[config.mk]
export PLATFORM = sky130hd
export DESIGN_NAME = ula_controle_multiciclo_flat
export DESIGN_NICKNAME = d
export VERILOG_FILES = /design/src/rtl/ula_controle_multiciclo_pkg.sv /design/src/rtl/ula_controle_multiciclo_if.sv /design/src/rtl/ula_controle_multiciclo_ula_op_decoder.sv /design/src/rtl/ula_controle_multiciclo.sv /design/src/flat_wrapper.sv
export SDC_FILE = /design/constraint.sdc
export NUM_CORES = 1
export LEC_CHECK = 0
export CAP_MARGIN = 20
export CORE_MARGIN = 2
export CORE_UTILIZATION = 33
export DETAILED_ROUTE_END_ITERATION = 10
export GPL_TIMING_DRIVEN = 1
export PLACE_DENSITY = 0.63
export SYNTH_ARGS = -nofsm -noshare
export SYNTH_HDL_FRONTEND = slang
export SYNTH_SLANG_ARGS = --single-unit
[constraint.sdc]
create_clock -name clk -period 5.4 [get_ports clk]
set_clock_uncertainty 0.1 [all_clocks]
set_input_delay 1.08 -clock clk [delete_from_list [all_inputs] [get_ports clk]]
set_output_delay 1.08 -clock clk [all_outputs]
set_load 0.01 [all_outputs]
[src/rtl/ula_controle_multiciclo_pkg.sv]
// Shared ULA/MIPS constants and control-FSM state encoding.
// Used by the multicycle control and by the funct -> ULA OP decoder.
package ula_pkg;

   localparam logic [3:0] ULA_AND  = 4'b0000;
   localparam logic [3:0] ULA_OR   = 4'b0001;
   localparam logic [3:0] ULA_ADD  = 4'b0010;
   localparam logic [3:0] ULA_XOR  = 4'b0011;
   localparam logic [3:0] ULA_ADDU = 4'b0100;
   localparam logic [3:0] ULA_SUBU = 4'b0101;
   localparam logic [3:0] ULA_SUB  = 4'b0110;
   localparam logic [3:0] ULA_SLT  = 4'b0111;
   localparam logic [3:0] ULA_SLTU = 4'b1000;
   localparam logic [3:0] ULA_NOR  = 4'b1100;

   localparam logic [5:0] OP_RTYPE = 6'b000000;
   localparam logic [5:0] OP_LW    = 6'b100011;
   localparam logic [5:0] OP_SW    = 6'b101011;
   localparam logic [5:0] OP_BEQ   = 6'b000100;
   localparam logic [5:0] OP_BNE   = 6'b000101;
   localparam logic [5:0] OP_ADDI  = 6'b001000;
   localparam logic [5:0] OP_J     = 6'b000010;

   localparam logic [5:0] F_ADD  = 6'b100000;
   localparam logic [5:0] F_ADDU = 6'b100001;
   localparam logic [5:0] F_SUB  = 6'b100010;
   localparam logic [5:0] F_SUBU = 6'b100011;
   localparam logic [5:0] F_AND  = 6'b100100;
   localparam logic [5:0] F_OR   = 6'b100101;
   localparam logic [5:0] F_XOR  = 6'b100110;
   localparam logic [5:0] F_NOR  = 6'b100111;
   localparam logic [5:0] F_SLT  = 6'b101010;
   localparam logic [5:0] F_SLTU = 6'b101011;

   typedef enum logic [3:0] {
      S_FETCH   = 4'd0,
      S_DECODE  = 4'd1,
      S_RTYPE   = 4'd2,
      S_RWB     = 4'd3,
      S_MEMADR  = 4'd4,
      S_MEMRD   = 4'd5,
      S_MEMWB   = 4'd6,
      S_MEMWR   = 4'd7,
      S_BRANCH  = 4'd8,
      S_ADDI_EX = 4'd9,
      S_ADDI_WB = 4'd10,
      S_JUMP    = 4'd11,
      S_ILLEGAL = 4'd12
   } state_t;

   // States that hold on the unified memory port until mem_ready.
   function automatic logic is_mem_wait(state_t s);
      return (s == S_FETCH) || (s == S_MEMRD) || (s == S_MEMWR);
   endfunction

endpackage

[src/rtl/ula_controle_multiciclo_if.sv]
// Control <-> datapath/memory bundle; master = control FSM, slave = datapath side.
interface ula_controle_multiciclo_if;
   logic [5:0] opcode;
   logic [5:0] funct;
   logic       zero;
   logic       mem_ready;
   logic [3:0] ula_op;
   logic       ula_src_a;
   logic [1:0] ula_src_b;
   logic [1:0] pc_src;
   logic       pc_we;
   logic       iord;
   logic       mem_rd;
   logic       mem_we;
   logic       ir_we;
   logic       reg_we;
   logic       reg_dst;
   logic       mem_to_reg;
   logic       illegal;
   logic       mem_err;

   modport master (
      input  opcode, funct, zero, mem_ready,
      output ula_op, ula_src_a, ula_src_b, pc_src, pc_we, iord, mem_rd, mem_we,
             ir_we, reg_we, reg_dst, mem_to_reg, illegal, mem_err
   );

   modport slave (
      output opcode, funct, zero, mem_ready,
      input  ula_op, ula_src_a, ula_src_b, pc_src, pc_we, iord, mem_rd, mem_we,
             ir_we, reg_we, reg_dst, mem_to_reg, illegal, mem_err
   );
endinterface

[src/rtl/ula_controle_multiciclo_ula_op_decoder.sv]
// Combinational R-type funct -> ULA OP decode with a supported-funct flag.
// Zero latency; no flow control.
module ula_op_decoder
   import ula_pkg::*;
(
   input  logic [5:0] i_funct,
   output logic [3:0] o_ula_op,
   output logic       o_valid
);

   always_comb begin
      o_ula_op = ULA_ADD;
      o_valid  = 1'b1;
      case (i_funct)
         F_ADD:   o_ula_op = ULA_ADD;
         F_ADDU:  o_ula_op = ULA_ADDU;
         F_SUB:   o_ula_op = ULA_SUB;
         F_SUBU:  o_ula_op = ULA_SUBU;
         F_AND:   o_ula_op = ULA_AND;
         F_OR:    o_ula_op = ULA_OR;
         F_XOR:   o_ula_op = ULA_XOR;
         F_NOR:   o_ula_op = ULA_NOR;
         F_SLT:   o_ula_op = ULA_SLT;
         F_SLTU:  o_ula_op = ULA_SLTU;
         default: o_valid  = 1'b0;
      endcase
   end

endmodule

[src/rtl/ula_controle_multiciclo.sv]
// Multicycle MIPS control FSM: 3-5 cycles per instruction plus one per memory wait state;
// FETCH/MEMRD/MEMWR hold on mem_ready and give up after MEM_TIMEOUT waiting cycles.
module ula_controle_multiciclo
   import ula_pkg::*;
#(
   parameter int MEM_TIMEOUT = 15
)(
   input  logic                        clk,
   input  logic                        rst_n,
   ula_controle_multiciclo_if.master   bus
);

   localparam int CNT_W = (MEM_TIMEOUT < 2) ? 1 : $clog2(MEM_TIMEOUT);
   localparam logic [CNT_W-1:0] CNT_LAST = CNT_W'(MEM_TIMEOUT - 1);

   state_t           r_state;
   logic [CNT_W-1:0] r_wait_cnt;
   logic [5:0]       r_opcode;
   logic [3:0]       r_rtype_op;

   logic [3:0]       w_dec_op;
   logic             w_dec_vld;
   logic             w_waiting;
   logic             w_timeout;

   ula_op_decoder u_dec (
      .i_funct  (bus.funct),
      .o_ula_op (w_dec_op),
      .o_valid  (w_dec_vld)
   );

   assign w_waiting = is_mem_wait(r_state) && !bus.mem_ready;
   assign w_timeout = w_waiting && (r_wait_cnt == CNT_LAST);

   always_ff @(posedge clk or negedge rst_n) begin
      if (!rst_n) begin
         r_state    <= S_FETCH;
         r_wait_cnt <= '0;
         r_opcode   <= '0;
         r_rtype_op <= ULA_AND;
      end else begin
         // Counter only runs while stalled; any progress or a timeout restarts it.
         if (!w_waiting || w_timeout)
            r_wait_cnt <= '0;
         else
            r_wait_cnt <= r_wait_cnt + CNT_W'(1);

         case (r_state)
            S_FETCH: begin
               if (bus.mem_ready)
                  r_state <= S_DECODE;
            end
            S_DECODE: begin
               r_opcode   <= bus.opcode;
               r_rtype_op <= w_dec_op;
               case (bus.opcode)
                  OP_RTYPE: r_state <= w_dec_vld ? S_RTYPE : S_ILLEGAL;
                  OP_LW,
                  OP_SW:    r_state <= S_MEMADR;
                  OP_BEQ,
                  OP_BNE:   r_state <= S_BRANCH;
                  OP_ADDI:  r_state <= S_ADDI_EX;
                  OP_J:     r_state <= S_JUMP;
                  default:  r_state <= S_ILLEGAL;
               endcase
            end
            S_RTYPE:   r_state <= S_RWB;
            S_MEMADR:  r_state <= (r_opcode == OP_SW) ? S_MEMWR : S_MEMRD;
            S_MEMRD: begin
               if (bus.mem_ready)
                  r_state <= S_MEMWB;
               else if (w_timeout)
                  r_state <= S_FETCH;
            end
            S_MEMWR: begin
               if (bus.mem_ready || w_timeout)
                  r_state <= S_FETCH;
            end
            S_ADDI_EX: r_state <= S_ADDI_WB;
            default:   r_state <= S_FETCH;
         endcase
      end
   end

   // Outputs decode straight from state so they are valid in the first cycle after reset.
   always_comb begin
      bus.ula_op     = ULA_AND;
      bus.ula_src_a  = 1'b0;
      bus.ula_src_b  = 2'd0;
      bus.pc_src     = 2'd0;
      bus.pc_we      = 1'b0;
      bus.iord       = 1'b0;
      bus.mem_rd     = 1'b0;
      bus.mem_we     = 1'b0;
      bus.ir_we      = 1'b0;
      bus.reg_we     = 1'b0;
      bus.reg_dst    = 1'b0;
      bus.mem_to_reg = 1'b0;
      bus.illegal    = 1'b0;
      bus.mem_err    = w_timeout && rst_n;
      if (rst_n) begin
         case (r_state)
            S_FETCH: begin
               bus.ula_src_b = 2'd1;
               bus.ula_op    = ULA_ADD;
               bus.mem_rd    = !w_timeout;
               bus.ir_we     = bus.mem_ready;
               bus.pc_we     = bus.mem_ready;
            end
            S_DECODE: begin
               bus.ula_src_b = 2'd3;
               bus.ula_op    = ULA_ADD;
            end
            S_RTYPE: begin
               bus.ula_src_a = 1'b1;
               bus.ula_op    = r_rtype_op;
            end
            S_RWB: begin
               bus.reg_we  = 1'b1;
               bus.reg_dst = 1'b1;
            end
            S_MEMADR, S_ADDI_EX: begin
               bus.ula_src_a = 1'b1;
               bus.ula_src_b = 2'd2;
               bus.ula_op    = ULA_ADD;
            end
            S_MEMRD: begin
               bus.iord   = 1'b1;
               bus.mem_rd = !w_timeout;
            end
            S_MEMWB: begin
               bus.reg_we     = 1'b1;
               bus.mem_to_reg = 1'b1;
            end
            S_MEMWR: begin
               bus.iord   = 1'b1;
               bus.mem_we = !w_timeout;
            end
            S_BRANCH: begin
               bus.ula_src_a = 1'b1;
               bus.ula_op    = ULA_SUB;
               bus.pc_src    = 2'd1;
               bus.pc_we     = (r_opcode == OP_BEQ) ? bus.zero : !bus.zero;
            end
            S_ADDI_WB: begin
               bus.reg_we = 1'b1;
            end
            S_JUMP: begin
               bus.pc_src = 2'd2;
               bus.pc_we  = 1'b1;
            end
            S_ILLEGAL: begin
               bus.illegal = 1'b1;
            end
            default: begin
               bus.illegal = 1'b0;
            end
         endcase
      end
   end

endmodule

[src/flat_wrapper.sv]
// flat-port wrapper written by rule: the top's interface ports become plain ports
module ula_controle_multiciclo_flat import ula_pkg::*;
#(
   parameter int MEM_TIMEOUT = 15
)
  (clk, rst_n, bus_opcode, bus_funct, bus_zero, bus_mem_ready, bus_ula_op, bus_ula_src_a, bus_ula_src_b, bus_pc_src, bus_pc_we, bus_iord, bus_mem_rd, bus_mem_we, bus_ir_we, bus_reg_we, bus_reg_dst, bus_mem_to_reg, bus_illegal, bus_mem_err);
  ula_controle_multiciclo_if bus_i ();
  input  logic clk;
  input  logic rst_n;
  input wire logic [$bits(bus_i.opcode)-1:0] bus_opcode;
  input wire logic [$bits(bus_i.funct)-1:0] bus_funct;
  input wire logic [$bits(bus_i.zero)-1:0] bus_zero;
  input wire logic [$bits(bus_i.mem_ready)-1:0] bus_mem_ready;
  output wire logic [$bits(bus_i.ula_op)-1:0] bus_ula_op;
  output wire logic [$bits(bus_i.ula_src_a)-1:0] bus_ula_src_a;
  output wire logic [$bits(bus_i.ula_src_b)-1:0] bus_ula_src_b;
  output wire logic [$bits(bus_i.pc_src)-1:0] bus_pc_src;
  output wire logic [$bits(bus_i.pc_we)-1:0] bus_pc_we;
  output wire logic [$bits(bus_i.iord)-1:0] bus_iord;
  output wire logic [$bits(bus_i.mem_rd)-1:0] bus_mem_rd;
  output wire logic [$bits(bus_i.mem_we)-1:0] bus_mem_we;
  output wire logic [$bits(bus_i.ir_we)-1:0] bus_ir_we;
  output wire logic [$bits(bus_i.reg_we)-1:0] bus_reg_we;
  output wire logic [$bits(bus_i.reg_dst)-1:0] bus_reg_dst;
  output wire logic [$bits(bus_i.mem_to_reg)-1:0] bus_mem_to_reg;
  output wire logic [$bits(bus_i.illegal)-1:0] bus_illegal;
  output wire logic [$bits(bus_i.mem_err)-1:0] bus_mem_err;
  assign bus_i.opcode = bus_opcode;
  assign bus_i.funct = bus_funct;
  assign bus_i.zero = bus_zero;
  assign bus_i.mem_ready = bus_mem_ready;
  assign bus_ula_op = bus_i.ula_op;
  assign bus_ula_src_a = bus_i.ula_src_a;
  assign bus_ula_src_b = bus_i.ula_src_b;
  assign bus_pc_src = bus_i.pc_src;
  assign bus_pc_we = bus_i.pc_we;
  assign bus_iord = bus_i.iord;
  assign bus_mem_rd = bus_i.mem_rd;
  assign bus_mem_we = bus_i.mem_we;
  assign bus_ir_we = bus_i.ir_we;
  assign bus_reg_we = bus_i.reg_we;
  assign bus_reg_dst = bus_i.reg_dst;
  assign bus_mem_to_reg = bus_i.mem_to_reg;
  assign bus_illegal = bus_i.illegal;
  assign bus_mem_err = bus_i.mem_err;
  ula_controle_multiciclo #(.MEM_TIMEOUT(MEM_TIMEOUT)) u_core (.clk(clk), .rst_n(rst_n), .bus(bus_i));
endmodule
; ---- After elaboration in Yosys (flattened, before gate mapping)
; Cells that the tools add are included.
; W data, S select, Z words.
[classes]
addsub = 1
multipliers = 0
div = 0
n_lt_le_gt_ge = 0
n_eq_ne = 34
shift = 0
muxes = 38
n_bitwise = 0
reduce_logical = 23
[op_table]
columns = op, count
row1 = $eq A6 B6 Y1 const B, 13
row2 = $pmux W4 S9, 1
row3 = $mux W4, 7
row4 = $pmux W4 S7, 1
row5 = $eq A4 B4 Y1 const B, 6
row6 = $mux W1, 21
row7 = $pmux W4 S5, 1
row8 = $eq A6 B3 Y1 const B, 3
row9 = $eq A4 B3 Y1 const B, 4
row10 = $pmux W4 S3, 1
row11 = $reduce_or A10 Y1, 1
row12 = $reduce_or A2 Y1, 5
row13 = $eq A4 B2 Y1 const B, 2
row14 = $reduce_or A4 Y1, 2
row15 = $eq A6 B2 Y1 const B, 1
row16 = $eq A6 B4 Y1 const B, 1
row17 = $logic_not A6 Y1, 1
row18 = $mux W2, 3
row19 = $pmux W2 S3, 1
row20 = $add A4 B1 Y4 const B, 1
row21 = $eq A4 B1 Y1 const B, 1
row22 = $logic_not A1 Y1, 4
row23 = $logic_not A4 Y1, 1
row24 = $logic_or A1 B1 Y1, 4
row25 = 7 further kinds, 10
[totals]
ff_bits = 18
latch_bits = 0
ram_bits = 0
mem_bits_ro = 0
input_bits = 16
word_cells = 100
n_memories = 0

; ---- Longest topological paths before layout
; Gate-level depths: netlist (run 1).
[depth]
ltp_word = 8
mapped_depth = 6
ltp_nobuf = 6

; ---- Cells and area by module
; From an unflattened synthesis (run 1), not the netlist that was laid out.
[hier_totals]
hier_cells = 154
area_unflattened_um2 = 1343.8
[modules_own_cells]
columns = module, instances, cells_each, area_each_um2
row1 = ula_controle_multiciclo, 1, 136, 1222.4
row2 = ula_op_decoder, 1, 18, 121.4

; ---- Worst setup path after synthesis (run 1)
; No wires, ideal clock.
[synth_timing]
kind = input to output
from = input rst_n
to = output bus_pc_src[1]
arrival_time_ps = 1800
path_slack_ps = 2420
path_stages = 3
path_buffers = 1
cell_sequence = clkbuf_1 > nand3_1 > nor3b_1
[synth_between]
elab_chain_cells = 1
[synth_lines]
columns = item, line
row1 = start: declaration, flat_wrapper.sv:9  ; input logic rst_n;
row2 = $mux W2, ula_controle_multiciclo.sv:101  ; if (rst_n) begin
row3 = end: declaration, flat_wrapper.sv:17  ; output wire logic [$bits(bus_i.pc_src)-1:0] bus_pc_src;
; Every way passes these cells.

; ---- Worst setup path in the final report (run 1)
[layout_timing]
from = input rst_n
to = output bus_ula_op[0]
[layout_between]
elab_chain_cells = 1
[layout_lines]
columns = item, line
row1 = $mux W4, ula_controle_multiciclo.sv:101
row2 = end: declaration, flat_wrapper.sv:14  ; output wire logic [$bits(bus_i.ula_op)-1:0] bus_ula_op;
; Every way passes these cells.

==> results of run 1 <==
-- cell type report --
type                    count  area [sq um]  share of cell area
multi-input cells         144           825               0.469
repair buffers             36           355               0.202
flip-flops and latches     18           450               0.256
well taps                  50          62.6              0.0356
clock buffers               4          55.1              0.0313
inverters                   3          11.3             0.00640
-- cell usage in the layout, fill, tap and decap left out, types with 2 or more instances in the layout --
cell and count:
nor4_1 3, xor2_1 4, ha_1 2, a211oi_1 2, or4_1 2, nor3_1 10
nor2_1 18, nand2b_1 10, nand4_1 3, and3_1 5, xnor2_1 2, clkbuf_8 4
nor2b_1 4, clkdlybuf4s50_1 34, dfrtp_1 18, o21ai_0 4, a31oi_1 5, a21oi_1 12
buf_4 2, nand2_1 31, and2_1 3, inv_1 3, nand3_1 4
-- flip-flops by register name (all words and copies together) (netlist names) --
| register | cells |
|---|---|
| u_core.r_opcode | 6 |
| u_core.r_rtype_op | 4 |
| u_core.r_state | 4 |
| u_core.r_wait_cnt | 4 |
-- worst max-delay path by stage --
stage | startpoint | endpoint | slack [ns] | depth (start not counted)
after global routing | rst_n | bus_ula_op[0] | 1.07 | 5
after CTS | rst_n | bus_ula_op[0] | 1.21 | 5
after floorplan | rst_n | bus_pc_src[1] | 2.42 | 3
after global placement | rst_n | bus_ula_op[0] | 1.26 | 5
final | rst_n | bus_ula_op[0] | 1.27 | 5
after detailed placement | rst_n | bus_ula_op[0] | 1.21 | 5
-- where the power goes --
| group | internal, mW | switching, mW | total [mW] |
|---|---|---|---|
| clock | 0.0648 | 0.0445 | 0.109 |
| combinational | 0.164 | 0.174 | 0.339 |
| sequential | 0.184 | 0.102 | 0.286 |
-- kinds of logic after synthesis --
kind of cell | Yosys count | share of synthesized area
compound gates | 34 | 0.164
xor+xnor | 6 | 0.0394
fa+ha+maj | 2 | 0.0188
buf+inv | 14 | 0.0432
flops | 18 | 0.338
mux | 2 | 0.0160
simple gates | 100 | 0.380
-- metal layers --
metal,vias to the layer above,share of wire,track usage
met2,24,0.43,0.227
met5,-,0,0
met1,648,0.52,0.251
li1,677,-,-
met3,5,0.036,0.0317
met4,0,0.012,0.0536
-- worst reg2reg max path, cell delays in order (launching register included) --
cell      delay [ns]
dfrtp_1         0.76
nand2b_1        0.18
nor3_2          0.54
nand2_1         0.21
o22a_1          0.23
-- through the flow --
stage | util | cells
finish | 0.446 | 255
global route | 0.446 | 255
CTS | 0.446 | 255
detailed placement | 0.432 | 251
global placement | 0.432 | 251
floorplan | - | 176
-- synth_stat cells (4+ instances only) --
library cell,number,area share
a21oi_1,12,0.045
a31oi_1,5,0.023
and3_1,5,0.023
buf_2,4,0.015
clkbuf_1,4,0.011
dfrtp_1,18,0.34
nand2_1,31,0.087
nand2b_1,10,0.047
nand3_1,4,0.015
nor2_1,18,0.051
nor2b_1,4,0.019
nor3_1,10,0.038
o21ai_0,4,0.015
xor2_1,4,0.026
==> results.py, run 1 <==
metrics = {
    "clock_network": {
        "cts_made_buffers": 3,
        "cts_hold_buf": 0,
        "clock_sinks": 18,
        "clk_pin_slew_ns": 0.06,
        "h-tree-depth": 1,
        "cts_buffer_depth": 2,
        "cts_setup_buffers": 0,
        "cts_tree": "built",
        "clk_latency_ns": 0.26,
        "ctsResizeCount": 0,
        "cts-root-buf": "clkbuf_8",
    },
    "timing": {
        "drv_slew": 0,
        "setup_slack_ns": 1.27,
        "final_hold_viol_count": 0,
        "rsz0062_at_grt": "false",
        "setup_violations": 0,
        "fin_crit_ns": 4.13,
        "hold_ws_ns": 0.384,
        "clock.fmax_mhz": 242,
        "fin_crit_sh": 0.765,
        "tightest_slew_ns": 0.661,
        "relSlewSlack": 0.557,
        "tns_ns": 0,
    },
    "yosys": {
        "synth-seq-area-share": 0.338,
        "synth-edff-count": 0,
        "ys_seq_elements": 18,
        "synth.distinct_cells": 43,
        "syn_area_per_cell_sq_um": 7.57,
        "yosys_most_used_dff": "dfrtp_1",
        "netlist_instances": 176,
        "synthArstFlopShare": 1.00,
        "syn_nets": 194,
        "netlist_area_sq_mm": 0.00133,
        "yosys_warnings": 0,
    },
    "worst_setup_path": {
        "crit_family": "buffers and inverters",
        "worstSetupStartpointType": "input port",
        "r2r_end": "u_core.r_rtype_op[1]$_DFFE_PN0P_",
        "worstPathArrival_ns": 2.95,
        "reg2reg_from": "u_core.r_state[0]$_DFFE_PN0P_",
        "critPathMaxStageDelay_ns": 0.84,
        "worstPathRequired_ns": 4.22,
        "crit_type": "in -> out",
        "path_buf_inv": 2,
        "crit_chain": "clkdlybuf4s50_1 -> nand2_1 -> nor2_1 -> and2_1 -> clkdlybuf4s50_1",
        "reg2regPathDepth": 4,
        "cp_slowest_cell": "clkdlybuf4s50_1",
        "r2r_slack_ns": 3.28,
        "end_kind": "primary output",
        "cp_max_fo": 15,
        "cpMostUsedCell": "clkdlybuf4s50_1",
    },
    "power_and_ir_drop": {
        "p_per_area_mw_per_mm2": 417,
        "leakage_nw": 0.718,
        "total_power_mw": 0.734,
        "peakVddDrop_uv": 179,
    },
    "detailed_routing": {
        "ant_nets": 0,
        "vias_per_cell": 5.31,
        "drt_iter0_drc": 92,
        "wirelength_um": 3380,
        "first_pass_iters": 4,
        "num_vias": 1354,
        "wire_per_inst_um": 13.3,
        "drc_errors": 0,
    },
    "grt": {
        "grt_overflow_total": 0,
        "track_usage": 0.164,
        "antenna_found_initial": 0,
        "grt_pass1_vias": 1173,
        "grt_pass1_wl_um": 5580,
        "grt_max_degree": 23,
    },
    "cells_and_area": {
        "syn2layout_area_growth_pct": 32.0,
        "drive_gt1_frac": 0.0488,
        "finalNetCount": 224,
        "nFillCells": 420,
        "design_area_sq_mm": 0.00176,
        "diodes": 0,
    },
    "place": {
        "place_ws_ns": 1.21,
        "port_buffers": 34,
        "routabilityCongestion": 0.797,
        "postPlaceCellArea_sq_mm": 0.00170,
        "hpwl_um": 2530,
    },
    "floorplanning": {
        "die_x_um": 67.5,
        "chipHeight_um": 67.5,
        "rows": 23,
        "io_pins": 35,
        "core-area_sq_mm": 0.00394,
        "initial_core_util": 0.338,
        "dieArea_sq_mm": 0.00456,
    },
    "worst_hold_path": {
        "holdCritStartpoint": "u_core.r_wait_cnt[0]$_DFF_PN0_",
        "worstHoldEndpoint": "u_core.r_wait_cnt[0]$_DFF_PN0_",
        "whs_path_depth": 1,
        "min_path_type": "reg -> reg",
    },
    "run": {
        "drv_cap": 0,
    },
    "outcome": {
        "status": "finished, final reports clean",
    },
}
(Power assumes the default switching activity.)
==> run 2: changes to the inputs <==
PLACE_DENSITY = 0.65   (was 0.63)
clock period = 3.8 ns   (was 5.4 ns; I/O delays follow)
==> run 2 against run 1 <==
Combinational power increased by 52%; critical path type unchanged; first-iteration DRC count decreased by 8.7%; final cell count unchanged; total power increased by 43%; critical path depth unchanged.
==> results.py, run 2 (same netlist as run 1, synthesis figures left out) <==
metrics = {
    "worst_hold_path": {
        "min_path_type": "reg -> reg",
        "holdCritStartpoint": "u_core.r_wait_cnt[0]$_DFF_PN0_",
    },
    "place": {
        "port_buffers": 34,
        "postPlaceCellArea_sq_mm": 0.00172,
        "place_inst": 251,
        "place_ws_ns": 0.499,
        "hpwl_um": 2480,
        "routabilityCongestion": 0.832,
    },
    "timing": {
        "fin_crit_ns": 3.33,
        "final_hold_viol_count": 0,
        "fin_crit_sh": 0.876,
        "tns_ns": 0,
        "setup_slack_ns": 0.472,
        "clock.fmax_mhz": 300,
        "relSlewSlack": 0.550,
        "setup_violations": 0,
        "rsz0062_at_grt": "false",
        "drv_slew": 0,
        "tightest_slew_ns": 0.672,
    },
    "worst_setup_path": {
        "worstPathRequired_ns": 2.94,
        "crit_chain": "clkdlybuf4s50_1 -> nor4b_1 -> a31oi_1 -> a21oi_1 -> clkdlybuf4s50_1",
        "crit_family": "buffers and inverters",
        "cpMostUsedCell": "clkdlybuf4s50_1",
        "cp_slowest_cell": "clkdlybuf4s50_1",
        "worstPathArrival_ns": 2.47,
        "crit_type": "in -> out",
        "path_buf_inv": 2,
        "end_kind": "primary output",
        "startpoint": "bus_mem_ready",
        "worstSetupStartpointType": "input port",
        "cp_max_fo": 8,
        "reg2reg_from": "u_core.r_state[0]$_DFFE_PN0P_",
        "critPathMaxStageDelay_ns": 0.61,
    },
    "cells_and_area": {
        "diodes": 0,
        "regArea_sq_um": 450,
        "finalNetCount": 224,
        "syn2layout_area_growth_pct": 33.0,
        "nFillCells": 404,
        "largest_register_ffs": 6,
        "multi_input_comb_area_sq_um": 825,
        "mostFrequentLayoutCells": "clkdlybuf4s50_1, nand2_1, nor2_1, dfrtp_1, a21oi_1",
        "design_area_sq_mm": 0.00177,
        "final_common_cell": "clkdlybuf4s50_1",
        "top_register": "u_core.r_opcode",
        "drive_gt1_frac": 0.0488,
        "finalNonFillerCells": 255,
    },
    "grt": {
        "antenna_found_initial": 0,
        "grt_max_degree": 29,
        "track_usage": 0.163,
        "grt_overflow_total": 0,
        "grt_pass1_wl_um": 5590,
        "grt_pass1_vias": 1216,
    },
    "clock_network": {
        "cts_made_buffers": 3,
        "ctsResizeCount": 0,
        "clk_pin_slew_ns": 0.07,
        "cts_tree": "built",
        "cts_buffer_depth": 2,
        "clock_sinks": 18,
        "clk_latency_ns": 0.25,
        "h-tree-depth": 1,
        "cts_hold_buf": 0,
        "cts_setup_buffers": 0,
        "cts-root-buf": "clkbuf_8",
    },
    "power_and_ir_drop": {
        "peakVddDrop_uv": 310,
        "p_per_area_mw_per_mm2": 595,
        "total_power_mw": 1.05,
        "leakage_nw": 0.722,
    },
    "run": {
        "drv_cap": 0,
    },
    "detailed_routing": {
        "first_pass_iters": 4,
        "wire_per_inst_um": 13.2,
        "drc_errors": 0,
        "num_vias": 1354,
        "vias_per_cell": 5.31,
        "wirelength_um": 3370,
        "ant_nets": 0,
        "drt_iter0_drc": 84,
    },
    "floorplanning": {
        "core-area_sq_mm": 0.00394,
        "io_pins": 35,
        "initial_core_util": 0.338,
        "dieArea_sq_mm": 0.00456,
        "chipHeight_um": 67.5,
        "rows": 23,
        "die_x_um": 67.5,
    },
    "outcome": {
        "status": "finished, final reports clean",
    },
}
## run 2: cell counts in the layout (fill, tap and decap cells not counted)
No cell type changed its count.
## run 2: cell type report
cell class                 instances  area share
sequential                        18       0.254
multi-input combinational        144       0.465
timing repair buffer              36       0.208
tap                               50      0.0353
clock buffer                       4      0.0311
inverter                           3     0.00636
## run 2: through the flow
stage | hold WS, ns | utilization
after floorplan | 0.342 | -
after global placement | 0.370 | 0.435
after detailed placement | 0.382 | 0.435
after CTS | 0.392 | 0.449
after global routing | 0.415 | 0.449
final | 0.387 | 0.449
## run 2: where the power goes
| part | switching [mW] | total (mW) | internal (mW) | leakage (nW) |
|---|---|---|---|---|
| logic | 0.273 | 0.514 | 0.241 | 0.463 |
| registers | 0.119 | 0.382 | 0.263 | 0.231 |
| clock network | 0.0655 | 0.158 | 0.0921 | 0.0288 |
## run 2: metal layers
layer	part of all wire	global-route usage	up-vias
met1	0.51	0.235	638
li1	-	-	683
met4	0.014	0.0689	0
met2	0.44	0.239	29
met5	0	0	-
met3	0.035	0.0267	4
## run 2: worst reg2reg max path: cells and delay by family, from the launching register on
family | cells | cell delay (ns)
AND/OR/NAND/NOR | 3 | 0.92
flip-flops | 1 | 0.76
AO/OA/AOI/OAI | 1 | 0.23
## run 2: path summary, 6_finish.rpt
path | depth (start not counted) | endpoint | slack [ns]
hold / removal | 1 | u_core.r_wait_cnt[0]$_DFF_PN0_ | 0.39
setup / recovery | 5 | bus_pc_we | 0.47
hold reg to reg | 1 | u_core.r_wait_cnt[0]$_DFF_PN0_ | 0.39
min in group asynchronous | 2 | u_core.r_opcode[2]$_DFFE_PN0P_ | 0.75
setup reg to reg | 4 | u_core.r_rtype_op[1]$_DFFE_PN0P_ | 1.67
max in group asynchronous | 2 | u_core.r_rtype_op[1]$_DFFE_PN0P_ | 2.69
